===== config.mk =====
export PLATFORM = sky130hd
export DESIGN_NAME = button_pulse_array
export DESIGN_NICKNAME = d
export VERILOG_FILES = /design/src/rtl/button_pulse_array.sv
export SDC_FILE = /design/constraint.sdc
export NUM_CORES = 1
export LEC_CHECK = 0
export BUFFER_PORTS_ARGS = -buffer_cell sky130_fd_sc_hd__buf_2
export CORE_UTILIZATION = 63
export CTS_CLUSTER_DIAMETER = 80
export DETAILED_ROUTE_END_ITERATION = 12
export MAX_ROUTING_LAYER = met4
export PLACE_DENSITY = 0.85
export SLEW_MARGIN = 20
export SYNTH_ARGS = -nofsm -noshare
export SYNTH_HDL_FRONTEND = slang
export SYNTH_SLANG_ARGS = --single-unit

===== constraint.sdc =====
create_clock -name Clock -period 2.3 [get_ports Clock]
set_input_delay 0.23 -clock Clock [delete_from_list [all_inputs] [get_ports Clock]]
set_output_delay 0.23 -clock Clock [all_outputs]
set_load 0.05 [all_outputs]

===== src/rtl/button_pulse_array.sv =====
// ---------------------------------------------------------------------------
// button_pulse_array
//
// Multi-channel debounced one-shot generator for the combination-lock front
// end. Every raw input is registered once and then debounced by its own
// four-state machine. Each channel drives a clean registered level and a
// registered single-cycle pulse on the selected edge(s).
//
// Optional feature macro: PULSE_REPEAT_EN
//   When defined, a channel that stays pressed produces extra auto-repeat
//   pulses. The first comes HOLD cycles after the press pulse, and the rest
//   follow every RATE cycles. Repeat pulses exist only for EDGE 0 or 2.
//   When undefined, no repeat logic is built and HOLD/RATE only size the
//   shared counter.
//
// Parameters:
//   WIDTH     number of independent channels
//   DEBOUNCE  consecutive stable samples needed to accept a change (2..255)
//   EDGE      0 = press pulse, 1 = release pulse, 2 = both
//   HOLD      cycles from the press pulse to the first repeat pulse (>= 2)
//   RATE      cycles between later repeat pulses (>= 2)
//
// Ports:
//   Clock  in   system clock, rising edge
//   Reset  in   synchronous active-high reset
//   In     in   [WIDTH] raw inputs, may be asynchronous to Clock
//   Level  out  [WIDTH] debounced level, registered
//   Pulse  out  [WIDTH] one-cycle pulse, registered
// ---------------------------------------------------------------------------
module button_pulse_array #(
    parameter int WIDTH    = 4,
    parameter int DEBOUNCE = 4,
    parameter int EDGE     = 0,
    parameter int HOLD     = 16,
    parameter int RATE     = 8
) (
    input  logic             Clock,
    input  logic             Reset,
    input  logic [WIDTH-1:0] In,
    output logic [WIDTH-1:0] Level,
    output logic [WIDTH-1:0] Pulse
);

    localparam int MAX_DH  = (DEBOUNCE > HOLD) ? DEBOUNCE : HOLD;
    localparam int MAX_ALL = (MAX_DH > RATE) ? MAX_DH : RATE;
    localparam int CW      = $clog2(MAX_ALL + 32'sd1);

    localparam logic [CW-1:0] CNT_ZERO = {CW{1'b0}};
    localparam logic [CW-1:0] CNT_ONE  = CW'(32'sd1);
    localparam logic [CW-1:0] DEB_LAST = CW'(DEBOUNCE - 32'sd1);

    localparam logic PRESS_EDGE = (EDGE == 32'sd0) || (EDGE == 32'sd2);
    localparam logic REL_EDGE   = (EDGE == 32'sd1) || (EDGE == 32'sd2);

`ifdef PULSE_REPEAT_EN
    localparam logic [CW-1:0] HOLD_C = CW'(HOLD);
    localparam logic [CW-1:0] RATE_C = CW'(RATE);
`endif

    typedef enum logic [1:0] {
        IDLE    = 2'd0,
        DEB_HI  = 2'd1,
        PRESSED = 2'd2,
        DEB_LO  = 2'd3
    } state_t;

    logic [WIDTH-1:0] s_r;
    logic [WIDTH-1:0] level_r;
    logic [WIDTH-1:0] pulse_r;
    logic [WIDTH-1:0] level_nxt_s;
    logic [WIDTH-1:0] pulse_nxt_s;

    for (genvar i = 0; i < WIDTH; i++) begin : g_ch
        state_t        state_r;
        state_t        state_nxt_s;
        logic [CW-1:0] cnt_r;
        logic [CW-1:0] cnt_nxt_s;
        logic          repeat_hit_s;
        logic          ch_level_s;
        logic          ch_pulse_s;
        logic          press_s;
        logic          release_s;
`ifdef PULSE_REPEAT_EN
        // phase_r is 0 while waiting out HOLD and 1 once RATE spacing applies.
        logic          phase_r;
        logic          phase_nxt_s;

        // A repeat fires only if the channel is still held on this edge.
        assign repeat_hit_s = PRESS_EDGE && (state_r == PRESSED) && s_r[i] &&
                              (cnt_r == (phase_r ? RATE_C : HOLD_C));
`else
        assign repeat_hit_s = 1'b0;
`endif

        // Channel state register.
        always_ff @(posedge Clock) begin
            if (Reset) begin
                state_r <= IDLE;
                cnt_r   <= CNT_ZERO;
`ifdef PULSE_REPEAT_EN
                phase_r <= 1'b0;
`endif
            end else begin
                state_r <= state_nxt_s;
                cnt_r   <= cnt_nxt_s;
`ifdef PULSE_REPEAT_EN
                phase_r <= phase_nxt_s;
`endif
            end
        end

        // Next-state and counter logic.
        always_comb begin
            state_nxt_s = state_r;
            cnt_nxt_s   = cnt_r;
`ifdef PULSE_REPEAT_EN
            phase_nxt_s = phase_r;
`endif
            case (state_r)
                IDLE: begin
                    if (s_r[i]) begin
                        state_nxt_s = DEB_HI;
                        cnt_nxt_s   = CNT_ONE;
                    end else begin
                        cnt_nxt_s   = CNT_ZERO;
                    end
                end
                DEB_HI: begin
                    if (!s_r[i]) begin
                        state_nxt_s = IDLE;
                        cnt_nxt_s   = CNT_ZERO;
                    end else if (cnt_r == DEB_LAST) begin
                        // Counter restarts here so it doubles as the repeat timer.
                        state_nxt_s = PRESSED;
                        cnt_nxt_s   = CNT_ZERO;
`ifdef PULSE_REPEAT_EN
                        phase_nxt_s = 1'b0;
`endif
                    end else begin
                        cnt_nxt_s   = cnt_r + CNT_ONE;
                    end
                end
                PRESSED: begin
                    if (!s_r[i]) begin
                        state_nxt_s = DEB_LO;
                        cnt_nxt_s   = CNT_ONE;
`ifdef PULSE_REPEAT_EN
                        phase_nxt_s = 1'b0;
`endif
                    end else begin
`ifdef PULSE_REPEAT_EN
                        if (repeat_hit_s) begin
                            // Reload to 1 so the next hit lands RATE edges later.
                            cnt_nxt_s   = CNT_ONE;
                            phase_nxt_s = 1'b1;
                        end else if (PRESS_EDGE) begin
                            cnt_nxt_s   = cnt_r + CNT_ONE;
                        end else begin
                            cnt_nxt_s   = cnt_r;
                        end
`else
                        cnt_nxt_s   = cnt_r;
`endif
                    end
                end
                DEB_LO: begin
                    if (s_r[i]) begin
                        // Bounce back: no pulse, and repeat timing restarts.
                        state_nxt_s = PRESSED;
                        cnt_nxt_s   = CNT_ZERO;
`ifdef PULSE_REPEAT_EN
                        phase_nxt_s = 1'b0;
`endif
                    end else if (cnt_r == DEB_LAST) begin
                        state_nxt_s = IDLE;
                        cnt_nxt_s   = CNT_ZERO;
                    end else begin
                        cnt_nxt_s   = cnt_r + CNT_ONE;
                    end
                end
                default: begin
                    state_nxt_s = IDLE;
                    cnt_nxt_s   = CNT_ZERO;
                end
            endcase
        end

        // Output decode. level_r still holds the pre-transition level, so
        // PRESSED with level 0 is exactly the DEB_HI->PRESSED entry, and IDLE
        // with level 1 is exactly the DEB_LO->IDLE exit.
        always_comb begin
            press_s    = (state_r == PRESSED) && !level_r[i];
            release_s  = (state_r == IDLE) && level_r[i];
            ch_level_s = (state_r == PRESSED) || (state_r == DEB_LO);
            ch_pulse_s = (PRESS_EDGE && press_s) || (REL_EDGE && release_s) ||
                         repeat_hit_s;
        end

        assign level_nxt_s[i] = ch_level_s;
        assign pulse_nxt_s[i] = ch_pulse_s;
    end

    // Input sampling flop and registered outputs for all channels.
    always_ff @(posedge Clock) begin
        if (Reset) begin
            s_r     <= {WIDTH{1'b0}};
            level_r <= {WIDTH{1'b0}};
            pulse_r <= {WIDTH{1'b0}};
        end else begin
            s_r     <= In;
            level_r <= level_nxt_s;
            pulse_r <= pulse_nxt_s;
        end
    end

    assign Level = level_r;
    assign Pulse = pulse_r;

endmodule

## Word-level counts from Yosys, hierarchy flattened

Index checks and enable logic that the tools add are counted.

- Output and inout bits: 8
- Register bits: 40
- Input bits: 6
- Word-level logic and storage cells: 119

- Reduce and logical (&&, ||, !) cells: 20
- Add/sub/neg operators: 4
- Mux-type cells: 52
- Equal/unequal tests: 32

Operators by type and width:

| kind | number |
|---|---|
| $mux 5 | 16 |
| $pmux 5 s4 | 4 |
| $mux 2 | 24 |
| $pmux 2 s4 | 4 |
| $ne 3x3->1 const B | 8 |
| $add 5x1->5 const B | 4 |
| $eq 5x2->1 const B | 4 |
| $eq 2x2->1 const B | 8 |
| $ne 2x2->1 const B | 8 |
| $reduce_and 4->1 | 4 |
| $eq 2x1->1 const B | 4 |
| $logic_not 2->1 | 4 |
| $logic_and 1x1->1 | 4 |
| $logic_not 1->1 | 4 |
| $logic_or 1x1->1 | 4 |
| $mux 1 | 4 |

## Depth between registers and ports, before layout

- Depth in word-level cells: 4
- Depth in mapped cells: 4
- Depth with buffers taken out: 4

## Worst setup path after synthesis

Ideal clock, no wire load.

- Path kind: reg2reg
- Start: register g_ch[0].cnt_r[0]
- End: register (tool-made name)
- Setup time: 132 ps
- Setup slack: 810 ps
- Stages on the path, launching flop included: 5
- Path buffers: 0
- Data arrival time: 1358 ps
- Required time: 2168 ps
- Period minus slack after synthesis: 1490 ps
- Path through: dfxtp_1 > ha_1 > or4b_2 > o21ai_0 > a21oi_1

RTL lines:

| what | RTL line | text |
|---|---|---|
| start: declaration | 76 | `logic [CW-1:0] cnt_r;` |
| start signal: assignment | 105 | `cnt_r <= cnt_nxt_s;` |

==> summary.md <==
| Metric | Value |
|---|---|
| Critical Path Source Type | `register` |
| Routed WL | `around 3500 um` |
| RSZ-0062 raised after global routing | `false` |
| Initial drt markers | `67` |
| F_max | `roughly 620 MHz` |
| Adder-cell share of the synthesized area | `2.76%` |
| DR vias/cell | `approximately 6.4` |
| Post-synthesis simple-gate area fraction | `roughly 31%` |
| Fin crit share | `70.7%` |
| LEAKAGE | `slightly above 0.0007 uW` |
| Max Clock Skew | `0.0109 ns` |
| CP Max Fanout | `5` |
| Vias in the first global route | `between 1,000 and 1,500` |
| Die ar. | `a little over 3000 um^2` |
| Max incr delay on CP | `~0.64 ns` |
| DP Wirelength | `between 2000 and 2500 um` |
| Synthesized area per cell | `between 9 and 10 um^2` |
| Pwr dens | `623 nW/um^2` |
| Compound-Gate Fraction of Synth Area | `13.9%` |
| XOR/XNOR Fraction of Synth Area | `under 10%` |
| Crit path launch | `g_ch[3].cnt_r[1]$_SDFFE_PP0P_` |
| # DRC | `0` |
| P&R area growth vs syn | `7.59%` |
| Total Routing Usage GR | `between 20% and 30%` |
| Clk slew on worst S/H paths | `0.11 ns` |
| Root Driver | `clkbuf_4` |
| Later-pin clock latency in the skew report | `about 0.34 ns` |
| Row cnt | `19` |
| Post-synth EDFFs | `0` |
| Antenna viol nets, final | `0` |
| Buffers on Ports | `13` |
| Fillers | `between 200 and 250` |
| Register area | `801 um^2` |
| Die H | `about 56 um` |
| Commonest cells after routing, fill and taps aside | `dfxtp_1 (40), nand3_1 (17), nor2b_1 (16), nand2_1 (13), buf_2 (13)` |
| Die width | `55.7 um` |
| WL/cell | `roughly 14 um` |
| Worst path arrival time | `between 1.5 and 2 ns` |
| Slack of the critical path | `0.675 ns` |
| Status | `finished, final reports clean` |
| Nature of the critical path endpoint | `register` |
| H-tree levels | `2` |
| Synth Cell Area | `between 1500 and 2000 um^2` |
| Maximum VDD drop | `just over 0.6 mV` |
| Max-cap violations | `0` |
| Worst flop-to-flop path startpoint | `g_ch[3].cnt_r[1]$_SDFFE_PP0P_` |
| Cell count after synthesis | `200` |
| Mux cell area share after synthesis | `less than 1%` |
| CTS tree | `yes` |
| Slew Viols, Final | `0` |
| WS Path Type | `register to register` |
| RD Place Congestion | `~0.88` |
| Post-synth ARST share | `0%` |
| Total setup buffers inserted after CTS | `0` |
| Final setup viols | `0` |
| Sequential fraction of the synthesis area | `44.1%` |
| Syn Nets | `210` |
| Yosys cell types | `38` |
| Slew HR | `between 60% and 70%` |
| Router iterations before antenna repair | `4` |
| Initial antenna violation count | `0` |
| Worst hold start | `In[2]` |
| Via Count | `about 1,500` |
| Fraction of layout cells with a size suffix above 1 | `between 10% and 20%` |
| Io pins | `14` |
| # clock sinks | `40` |
| Multi-input gate area in the final layout | `937 um^2` |
| Core Region | `approximately 2700 um^2` |
| Nets | `219` |
| Leading cell type in the layout, fill and taps excluded | `dfxtp_1` |
| CTS max path bufs | `2` |
| GR Overflow Total | `0` |
| Post-synthesis register bit count | `40` |
| Cells resized by post-CTS repair | `0` |
| Pin count of the biggest net entering global routing | `20` |
| Worst hold path type | `input port to register` |
| Setup TNS | `0 ns` |
| Tmin final | `between 1.5 and 2 ns` |
| Synth Warn # | `0` |
| Main combinational cell family by area after synthesis | `simple AND/OR/NAND/NOR gates` |
| Worst Max-Slew Pin Slew | `between 0.5 and 0.6 ns` |
| First-pass GRT wire length | `~6100 um` |
| Fin. Hold Viols | `0` |
| Antenna diode count | `0` |
| Critical path's slowest cell | `or4b_2` |
| Dpl ws | `~0.71 ns` |
| Total CTS buffers | `5` |
| CP Cell Sequence | `ha_1, or4b_2, o21ai_0, a21oi_1` |
| Cts hold-fix bufs | `0` |
| Data required time at the worst endpoint | `~2.5 ns` |
| Initial Utilization | `around 66%` |
| Main synth FF type | `dfxtp_1` |
[cells by family after synthesis]
logic type / after synthesis
flip-flops: 40
XOR/XNOR: 7
AO/OA/AOI/OAI: 38
adder cells (fa/ha/maj): 4
buffers and inverters: 19
multiplexers: 1
AND/OR/NAND/NOR: 91
[registers in the layout, summed over array words and instances, names as in the netlist, named ones only]
| register | flops |
|---|---|
| Level | 4 |
| Pulse | 4 |
| g_ch.cnt_r | 20 |
| g_ch.state_r | 4 |
| s_r | 4 |
[final cells by class]
cell class | count | share of cell area (%)
repair buffers | 14 | 3.72
multi-input cells | 141 | 48.0
well taps | 31 | 1.99
clock buffers | 6 | 2.12
flip-flops and latches | 40 | 41.0
inverters | 7 | 1.35
clock inverters | 2 | 1.79
[power breakdown]
part           internal (uW)  total [uW]  switching [uW]
registers                702         719            17.1
logic                   16.5        43.3            26.8
clock network            228         453             225
[worst max-delay path, delay by kind of cell, from the launching register on]
kind                       cells  cell delay [ns]
and+or+nand+nor                1             0.64
AOI/OAI and AO/OA              2             0.27
adders and majority gates      1             0.22
DFF                            1             0.38
[cells in the mapped netlist, types with 4 or more instances]
| cell | n | share of area, % |
|---|---|---|
| o21ai_0 | 10 | 2.8 |
| xor2_1 | 6 | 2.9 |
| nand4_1 | 10 | 3.4 |
| or3_1 | 5 | 1.7 |
| nand2_1 | 13 | 2.7 |
| nor2_1 | 4 | 0.83 |
| a21oi_1 | 9 | 2.5 |
| ha_1 | 4 | 2.8 |
| a31oi_1 | 4 | 1.4 |
| dfxtp_1 | 40 | 44 |
| clkbuf_1 | 8 | 1.7 |
| nand3_1 | 17 | 4.7 |
| inv_1 | 7 | 1.4 |
| nand4b_1 | 4 | 1.9 |
| nor2b_1 | 16 | 5.5 |
| nor3b_1 | 4 | 1.7 |
| buf_2 | 4 | 1.1 |
[worst paths after layout]
check | to | slack, ns | depth (start not counted)
worst min-delay path | s_r[2]$_SDFF_PP0_ | 0.09 | 2
worst min register to register | Pulse[3]$_SDFF_PP0_ | 0.42 | 1
worst max-delay path | register | 0.67 | 4
worst max register to register | register | 0.67 | 4
[layer usage]
layer / global-route usage [%] / vias to the layer above / share of wire [%]
met3: 6.51 / 6 / 4.2
met2: 43.0 / 38 / 51
li1: - / 756 / -
met5: - / - / 0
met4: 12.1 / 0 / 1.4
met1: 27.8 / 732 / 43
[through the flow]
step / cells / instance area, um^2 / total power (uW) / hold slack, ns / utilization, %
finish: 241 / 1950 / 1220 / 0.0942 / 71.4
global route: 241 / 1950 / 1260 / 0.0804 / 71.4
CTS: 241 / 1950 / 1230 / 0.0746 / 71.4
detailed placement: 233 / 1880 / 777 / 0.403 / 68.6
global placement: 233 / 1880 / 774 / 0.398 / 68.6
floorplan: 200 / 1810 / 764 / 0.358 / -
Power figures use the tool's default switching activity.
